`config.mk`:
```
export PLATFORM = sky130hd
export DESIGN_NAME = c_buft_bus_arbiter
export DESIGN_NICKNAME = d
export VERILOG_FILES = /design/src/rtl/c_buft_bus_arbiter.sv
export SDC_FILE = /design/constraint.sdc
export NUM_CORES = 1
export LEC_CHECK = 0
export BUFFER_PORTS_ARGS = -buffer_cell sky130_fd_sc_hd__buf_2
export CAP_MARGIN = 20
export CORE_MARGIN = 2
export CORE_UTILIZATION = 46
export CTS_CLUSTER_DIAMETER = 30
export DETAILED_ROUTE_END_ITERATION = 6
export GPL_TIMING_DRIVEN = 0
export PLACE_DENSITY = 0.7
export SKIP_CTS_REPAIR_TIMING = 1
export SKIP_LAST_GASP = 1
export SYNTH_ARGS = -nofsm -noshare
export SYNTH_HDL_FRONTEND = slang
export SYNTH_SLANG_ARGS = --single-unit
```
`constraint.sdc`:
```
create_clock -name CLK -period 4.72 [get_ports CLK]
set_clock_uncertainty 0.05 [all_clocks]
set_input_delay 0.236 -clock CLK [delete_from_list [all_inputs] [get_ports CLK]]
set_output_delay 0.236 -clock CLK [all_outputs]
set_load 0.005 [all_outputs]
```
`src/rtl/c_buft_bus_arbiter.sv`:
```
// Round-robin arbiter driving the active-low T enables of a group of BUFT slices
// that share one bus, with a break-before-make all-Z gap on every hand-over.
module c_buft_bus_arbiter #(
    parameter int C_NUM_SRC   = 4,
    parameter int C_GAP       = 1,
    parameter int C_MAX_HOLD  = 0,
    parameter int C_SEL_WIDTH = 2
) (
    input  logic                   CLK,
    input  logic                   SCLR,
    input  logic                   CE,
    input  logic [C_NUM_SRC-1:0]   REQ,
    output logic [C_NUM_SRC-1:0]   T,
    output logic [C_NUM_SRC-1:0]   GNT,
    output logic [C_SEL_WIDTH-1:0] OWNER,
    output logic                   BUS_ACTIVE
);

    localparam logic [1:0] S_IDLE = 2'd0;
    localparam logic [1:0] S_OWN  = 2'd1;
    localparam logic [1:0] S_GAP  = 2'd2;

    localparam int GW = $clog2(C_GAP + 1);
    localparam int HW = (C_MAX_HOLD > 0) ? $clog2(C_MAX_HOLD + 1) : 1;

    localparam logic [GW-1:0]          GAP_LAST   = GW'(C_GAP);
    localparam logic [HW-1:0]          HOLD_MAX   = HW'(C_MAX_HOLD);
    localparam logic [HW-1:0]          HOLD_START = (C_MAX_HOLD > 0) ? HW'(1) : '0;
    localparam logic [C_SEL_WIDTH-1:0] LAST_RST   = C_SEL_WIDTH'(C_NUM_SRC - 1);

    logic [1:0]             state_q, state_d;
    logic [GW-1:0]          gap_q, gap_d;
    logic [HW-1:0]          hold_q, hold_d;
    logic [C_SEL_WIDTH-1:0] last_q, last_d;
    logic [C_SEL_WIDTH-1:0] owner_q, owner_d;
    logic [C_NUM_SRC-1:0]   t_q, t_d;

    logic                   pick_valid;
    logic [C_SEL_WIDTH-1:0] pick_idx;
    logic                   owner_req;
    logic                   other_req;

    // Scan downward so the closest set bit after last_q is the final assignment.
    always_comb begin
        int                     idx;
        logic [C_SEL_WIDTH-1:0] idx_s;
        pick_valid = 1'b0;
        pick_idx   = '0;
        idx        = 0;
        idx_s      = '0;
        for (int i = C_NUM_SRC; i >= 1; i--) begin
            idx = int'(last_q) + i;
            if (idx >= C_NUM_SRC) begin
                idx = idx - C_NUM_SRC;
            end
            idx_s = C_SEL_WIDTH'(idx);
            if (REQ[idx_s]) begin
                pick_valid = 1'b1;
                pick_idx   = idx_s;
            end
        end
    end

    // While owning, t_q has a single 0 at the owner, so it doubles as a mask.
    assign owner_req = |(REQ & ~t_q);
    assign other_req = |(REQ & t_q);

    always_comb begin
        state_d = state_q;
        gap_d   = gap_q;
        hold_d  = hold_q;
        last_d  = last_q;
        owner_d = owner_q;
        t_d     = t_q;
        case (state_q)
            S_IDLE: begin
                if (pick_valid) begin
                    state_d           = S_OWN;
                    t_d               = '1;
                    t_d[pick_idx]     = 1'b0;
                    owner_d           = pick_idx;
                    last_d            = pick_idx;
                    hold_d            = HOLD_START;
                    gap_d             = '0;
                end
            end
            S_OWN: begin
                if (!owner_req ||
                    ((C_MAX_HOLD > 0) && (hold_q == HOLD_MAX) && other_req)) begin
                    state_d = S_GAP;
                    t_d     = '1;
                    gap_d   = GW'(1);
                    hold_d  = '0;
                end else if (hold_q != HOLD_MAX) begin
                    hold_d = hold_q + HW'(1);
                end
            end
            S_GAP: begin
                if (gap_q == GAP_LAST) begin
                    gap_d = '0;
                    if (pick_valid) begin
                        state_d       = S_OWN;
                        t_d           = '1;
                        t_d[pick_idx] = 1'b0;
                        owner_d       = pick_idx;
                        last_d        = pick_idx;
                        hold_d        = HOLD_START;
                    end else begin
                        state_d = S_IDLE;
                    end
                end else begin
                    gap_d = gap_q + GW'(1);
                end
            end
            default: begin
                state_d = S_IDLE;
                t_d     = '1;
                gap_d   = '0;
                hold_d  = '0;
            end
        endcase
    end

    always_ff @(posedge CLK) begin
        if (SCLR) begin
            state_q <= S_IDLE;
            gap_q   <= '0;
            hold_q  <= '0;
            last_q  <= LAST_RST;
            owner_q <= '0;
            t_q     <= '1;
        end else if (CE) begin
            state_q <= state_d;
            gap_q   <= gap_d;
            hold_q  <= hold_d;
            last_q  <= last_d;
            owner_q <= owner_d;
            t_q     <= t_d;
        end
    end

    generate
        for (genvar gi = 0; gi < C_NUM_SRC; gi++) begin : g_gnt
            assign GNT[gi] = ~t_q[gi];
        end
    endgenerate

    assign T          = t_q;
    assign OWNER      = owner_q;
    assign BUS_ACTIVE = ~&t_q;

endmodule

```
==> impl_summary.md, run 1 <==
Drt
The routed design has 1.53 mm of wire. The total DRC errors in the routed layout is 0. The detailed-routing wirelength on met1 is 736 um. Dividing the detail-routed wire length by the instance count gives about 12 um. The via total after detailed routing is between 600 and 700.

After detailed routing, the number of vias per cell comes to about 5.5. In the detailed route, the total length drawn on met2 is roughly 730 um. The violation count after the first detailed-routing iteration is 5. The met3 routed wirelength is just under 50 um.

The final antenna-violating net count is 0. Routed signal wires occupy layers up through met4. The number of search-and-repair iterations in the first detailed-routing pass is 3.

Floorplan
The effective utilization at floorplan is 0.492. The floorplan row count is 14. The number of ports placed on the die boundary is 18. The die outline width is 44.4 um. The area of the die is 1970 um2.

The chip height is between 40 and 50 um. The floorplan core area is about 1500 um2.

Cells and area
The number of diodes added for antenna fixing is 0. The number of fill cells in the layout is 150. The register cell area after layout is 220 um2. The share of layout cells above drive strength 1 is 0.333. Excluding fillers, the count of instances in the completed layout stands at 127. The synthesis-to-finish area growth is 17.5%. The total area of multi-input combinational cells is about 480 um2. Once layout is complete, the utilization of the core stands at 0.578. The final layout contains 124 nets.

Global routing
Entering global routing, the biggest net connects 11 pins. For this run, the total global-route usage over all layers was measured as 0.174. The number of global-route vias before repair is around 650.

The initial antenna violation count was 0. The first-pass GRT wire length is around 2.6 mm. The total overflow reported by the global router is 0.

Timing
The final setup TNS is 0 ps. Headroom to the max-slew limit came out at 0.690. The maximum frequency from static timing analysis is just under 600 MHz. For the pin with the worst max-slew slack, the measured transition is 460 ps. The number of hold-slack violations in the final timing report is 0. The final hold slack is 229 ps.

The time the worst path needs with I/O delays and setup is between 1500 and 2000 ps. Setup violations remaining at the end of the flow were counted as 0. Setup repair after global routing left no endpoint under its margin.

The final clock period utilization by the worst path is 0.359. The number of pins exceeding their max-slew limit in the final report is 0.

Yosys
The synthesized design contains 0 enable-type register cells. The most frequent cell after synthesis is sky130_fd_sc_hd__dfxtp_1. Ranked by instance count, the synthesized netlist is headed by sky130_fd_sc_hd__dfxtp_1 (11), sky130_fd_sc_hd__inv_1 (10), sky130_fd_sc_hd__a21oi_1 (6), sky130_fd_sc_hd__nor2_1 (6).

Synthesis inferred 11 register bits. The fraction of registers with async set or reset after synthesis is 0. The most area-hungry cell type in the Yosys netlist is sky130_fd_sc_hd__dfxtp_1. The synthesized netlist occupies a cell area of between 700 and 800 um2. Of the post-synthesis cell area, the dominant cell type holds 0.294.

In the synthesized netlist the dominant register cell turns out to be sky130_fd_sc_hd__dfxtp_1. Sorting the synthesized cells by area gives the leading types as sky130_fd_sc_hd__dfxtp_1 (29%), sky130_fd_sc_hd__ha_1 (8.3%), sky130_fd_sc_hd__a211oi_1 (5.0%). The synthesized netlist contains 35 unique library cells. Synthesis produced a netlist with a net count of approximately 100. For this run, the register share of the synthesized area comes to 0.294.

The cell count after synthesis came out at 90. In this run the mean area of a mapped cell was about 8.3 um2. The count of yosys warnings during synthesis is 0.

Clock tree
The clock transition time at the flip-flop clock pins of the worst setup and hold paths is 70 ps. The total number of H-tree levels is 1. For this design, the sink count on the clock tree is 11. The master cell of the clock root buffer is sky130_fd_sc_hd__clkbuf_4. The clock passes through at most 2 buffers. The latest clock arrival within the worst-skew pair is between 200 and 300 ps. TritonCTS built the clock tree. The CTS buffer count is 3.

Critical path
The worst stage delay on the critical path is about 350 ps. At the worst endpoint, the arrival time is around 1800 ps. The kind of end point of the critical path is a register. The cell type of the slowest stage on the worst timing path is sky130_fd_sc_hd__or2b_2.

The worst setup path is launched from a register. The critical path goes through inv_1 > ha_1 > or2b_2 > and2_1 > a31o_2 > a21oi_1. The largest fanout of any net on the critical path is 5. The critical path class is register to register.

STA puts the critical path data required time at 4860 ps. Measured in cells, the most critical reg-to-reg path has a length of 6.

Placement
Once placement completed, the tool counted placed cells totaling ~120. During placement, the flow inserted port buffers numbering 17. The post-detailed-placement half-perimeter wirelength is 1.24 mm. The congestion estimate from routability-driven global placement came to between 0.7 and 0.8.

Power
VDD sags by at most around 0.16 mV. Power comes to between 0.0002 and 0.00025 W. Dividing total power by cell area gives a power density of 273 nW/um2.

The static leakage is roughly 0.43 nW.

Hold path
The depth of the worst hold-timing path is 3. The worst hold path class is input pin to register.

Flow run
The tool flagged a number of max-cap violations equal to 0.

Run status
The flow ran to the end, and the final reports show no timing, DRC or antenna violations.
## through the flow
step	instance area (um2)	setup slack, ps
2_1_floorplan	749	3160
3_3_place_gp	855	3040
3_5_place_dp	855	3020
4_1_cts	881	3010
5_1_grt	881	2870
6_report	881	3020
## critical path: cells and delay by family, from the launching register on
family	cells	cell delay, ps
fa+ha+maj	1	190
buf+inv	1	120
flops	1	340
simple gates	2	560
compound gates	2	380
## path summary, 6_finish.rpt
kind	startpoint	end	slack (ps)
setup / recovery	state_q[0]	state_q[1]	3020
hold reg to reg	OWNER[1]	OWNER[1]	410
hold / removal	CE	gap_q	230
setup reg to reg	state_q[0]	state_q[1]	3020
## registers in the layout (all words and copies together) (netlist names)
| signal | flops |
|---|---|
| OWNER | 2 |
| T | 4 |
| gap_q | 1 |
| last_q | 2 |
| state_q | 2 |
## layout make-up
class                   count  share of cell area
plain buffers               2              0.0142
clock buffers               4              0.0298
inverters                  10              0.0426
multi-input cells          67               0.544
flip-flops and latches     11               0.250
well taps                  16              0.0227
repair buffers             17              0.0966
## metal layers
metal  track usage  vias to the layer above
met5             0                        -
met4        0.0727                        0
met3        0.0245                        2
met2         0.294                        9
met1         0.221                      312
li1              -                      371
## logic make-up after synthesis
kind of cell,Yosys count,synth area share
mux,1,0.0134
compound gates,27,0.270
buf+inv,12,0.0668
flops,11,0.294
simple gates,34,0.272
fa+ha+maj,5,0.0835
## where the power goes
group          internal (W)  switching (W)
logic             0.0000332      0.0000367
clock network     0.0000326      0.0000287
registers          0.000101     0.00000815
## cells in the final DEF, fill, tap and decap left out, types with 3 or more instances in the layout
| cell type | synthesis | routed |
|---|---|---|
| sky130_fd_sc_hd__and2b_2 | 3 | 3 |
| sky130_fd_sc_hd__a211oi_1 | 5 | 5 |
| sky130_fd_sc_hd__a21oi_1 | 6 | 6 |
| sky130_fd_sc_hd__a31o_2 | 3 | 3 |
| sky130_fd_sc_hd__dfxtp_1 | 11 | 11 |
| sky130_fd_sc_hd__nand4_1 | 4 | 4 |
| sky130_fd_sc_hd__nor3_1 | 3 | 3 |
| sky130_fd_sc_hd__nand2_1 | 4 | 4 |
| sky130_fd_sc_hd__ha_1 | 5 | 5 |
| sky130_fd_sc_hd__nor2_1 | 6 | 6 |
| sky130_fd_sc_hd__clkbuf_4 | 0 | 3 |
| sky130_fd_sc_hd__buf_2 | 1 | 18 |
| sky130_fd_sc_hd__a31oi_1 | 5 | 5 |
| sky130_fd_sc_hd__inv_1 | 10 | 10 |
Power figures use the tool's default switching activity.
==> run 2, diff against run 1 <==
PLACE_DENSITY = 0.73   (was 0.7)
clock period = 1.55 ns   (was 4.72 ns; I/O delays follow)
==> run 2 against run 1 <==
Compared with the run above: the run now ends with setup timing left; clock power grew to 3.3 times the previous value; sequential share of layout area shrank 1.6 points; final cell count grew 2.4%; register-to-register slack lost 3000 ps; wire length grew 20%; combinational power grew to 3.6 times the previous value; clock-buffer cell count is the same; design area grew 11%; first-iteration DRC count grew 140%; die area is the same; sequential power grew to 3.1 times the previous value; worst hold slack lost 160 ps; largest power group unchanged; highest routed layer unchanged.
==> impl_summary.md, run 2 (synthesized netlist as in run 1, its figures left out) <==
Global routing
The total overflow reported by the global router came to 0 (unchanged). The first-pass GRT wire length is 2.74 mm (+7.0%). The number of global-route vias before repair is 689 (+6.8%). The initial antenna violation count is 0 (unchanged). The total track usage is 0.187 (+0.0134). The largest net degree at the start of global routing was 11 (unchanged).

Cells and area
The number of fill cells in the layout came to 143 (-4.7%). The number of diodes added for antenna fixing came to 0 (unchanged). The number of flip-flops under the largest register name is 4 (unchanged). The number of nets at the end of the flow was 127 (+2.4%). In the layout the commonest cells are sky130_fd_sc_hd__buf_2 (18), sky130_fd_sc_hd__inv_1 (8), sky130_fd_sc_hd__dfxtp_1 (6). The share of layout cells above drive strength 1 came to 0.491 (+0.158).

The area of all placed cells without fillers came to 980 um2 (+11%). The register cell area after layout is 229 um2 (+4.0%). The synthesis-to-finish area growth is 30.7%.

The total area of multi-input combinational cells is 547 um2 (+14%). The library cell used most frequently in the layout, excluding fill and tap cells, is sky130_fd_sc_hd__buf_2.

Drt
The violation count after the first detailed-routing iteration is 12 (+7). The via total after detailed routing is 771 (+11%). The average wire per standard cell is 14.2 um (+18%). The final antenna-violating net count is 0 (unchanged). The final routed wirelength across all metal layers is 1.84 mm (+20%). The total DRC errors in the routed layout is 0 (unchanged).

The via-per-instance ratio came to 5.93 (+8.5%). The number of search-and-repair iterations in the first detailed-routing pass is 4 (+1).

Clock tree
The total number of H-tree levels is 1 (unchanged). The master cell of the clock root buffer is sky130_fd_sc_hd__clkbuf_4. The CTS buffer count came to 3 (unchanged). The clock sink count came to 11 (unchanged). The latest clock arrival within the worst-skew pair is 280 ps (+20 ps). The clock transition time at the flip-flop clock pins of the worst setup and hold paths is 80 ps (about the same). The number of buffers between clock root and the deepest sink came to 2 (unchanged). TritonCTS built the clock tree.

Floorplan
The effective utilization at floorplan was 0.492 (unchanged). The area of the die is 1970 um2 (unchanged). The floorplan row count is 14 (unchanged).

The die outline width is 44.4 um (unchanged). The floorplan core area is 1520 um2 (unchanged). The number of ports placed on the die boundary is 18 (unchanged). The chip height is 44.4 um (unchanged).

Flow run
The number of max-capacitance violations reported was 0 (unchanged).

Power
The internal power summed over all cells is 0.000530 W (+220%). The switching share of power was 0.332 (+0.0264). The static leakage came to 0.461 nW (+7.1%). The combinational share of power is 0.318 (+0.027). The share of power burned in registers is 0.425 (-0.030). The power density of the placed cells is 811 nW/um2 (+200%).

The sum of internal, switching and leakage power is 0.000794 W (+230%). The net load switching power is 0.000264 W (+260%). The proportion of power drawn by the clock network is 0.256 (about the same). The maximum resistive drop on vdd is 0.438 mV (+170%).

Timing
The final clock period utilization by the worst path came to 1.01 (+0.654). Setup repair after global routing could not meet its margin everywhere. The number of pins exceeding their max-slew limit in the final report is 0 (unchanged). The transition time of the tightest slew-check pin is 407 ps (-52.9 ps).

The final setup TNS is -54.0 ps (-54.0 ps). The maximum frequency from static timing analysis was 637 MHz (+8.0%). The worst setup margin was -20.6 ps (-3040 ps). The number of hold-slack violations in the final timing report is 0 (unchanged). The worst relative slew slack was 0.726 (+0.0356). The total of endpoints with negative setup slack in the final report is 5 (+5). The time the worst path needs with I/O delays and setup came to 1570 ps (-126 ps).

Placement
The post-detailed-placement half-perimeter wirelength is 1.31 mm (+5.5%). The instance area after placement is 857 um2 (+0.29%). The routability-driven placement congestion ratio is 0.795 (+6.6%). The number of buffers added on ports is 17 (unchanged). The worst-case setup slack after placement came to -74.4 ps (-3100 ps).

Critical path
The startpoint kind of the worst setup timing path is a register. STA classifies the critical path endpoint as a register. The critical path class is register to register. The data arrival time of the worst path is 1680 ps (-150 ps).

The largest fanout of any net on the critical path was 5 (unchanged). The most critical setup path has its startpoint at T[2]. The startpoint identified for the worst register-to-register timing path is T[2].

The worst endpoint required time was 1660 ps (-3200 ps).

Run status
The final reports fail on setup timing. The run finished, with violations left.

Hold path
In this run the most critical hold path is launched from SCLR. In this run the worst hold path is classified as input pin to register.
-- run 2: worst paths after layout --
check              to  slack [ps]  depth (start not counted)
max             gap_q         -20                          5
min              T[2]          70                          3
max reg2reg     gap_q         -20                          5
min reg2reg  OWNER[1]         420                          2
-- run 2: worst max-delay path: stages, from the launching register on --
cell and delay [ps]:
sky130_fd_sc_hd__dfxtp_2 360, sky130_fd_sc_hd__and2b_2 240, sky130_fd_sc_hd__o41ai_4 380, sky130_fd_sc_hd__buf_4 210, sky130_fd_sc_hd__a31o_4 140, sky130_fd_sc_hd__a21oi_1 50
-- run 2: per-layer routing --
layer	GRT usage	share of wire	wire length, um
met1	0.215	0.44	808
met2	0.332	0.49	906
met3	0.0245	0.049	91
met4	0.103	0.018	34
met5	0	0	0
-- run 2: power groups by stage --
stage	registers [W]	clock network [W]	logic, W
3_5_place_dp	0.000341	0	0.000216
2_1_floorplan	0.000337	0	0.000145
5_1_grt	0.000340	0.000214	0.000279
4_1_cts	0.000334	0.000201	0.000218
6_report	0.000338	0.000204	0.000253
3_3_place_gp	0.000339	0	0.000210
-- run 2: layout make-up --
| class | count | share of cell area |
|---|---|---|
| buffer | 2 | 0.0128 |
| sequential | 11 | 0.234 |
| timing repair buffer | 20 | 0.110 |
| tap | 16 | 0.0204 |
| clock buffer | 4 | 0.0268 |
| multi-input combinational | 67 | 0.558 |
| inverter | 10 | 0.0383 |
-- run 2: through the flow --
| stage | std cells | utilization | hold slack (ps) |
|---|---|---|---|
| final | 130 | 0.643 | 67.5 |
| after global routing | 130 | 0.643 | 103 |
| after CTS | 127 | 0.580 | 65.9 |
| after detailed placement | 123 | 0.562 | 348 |
| after global placement | 123 | 0.562 | 343 |
| after floorplan | 90 | - | 182 |
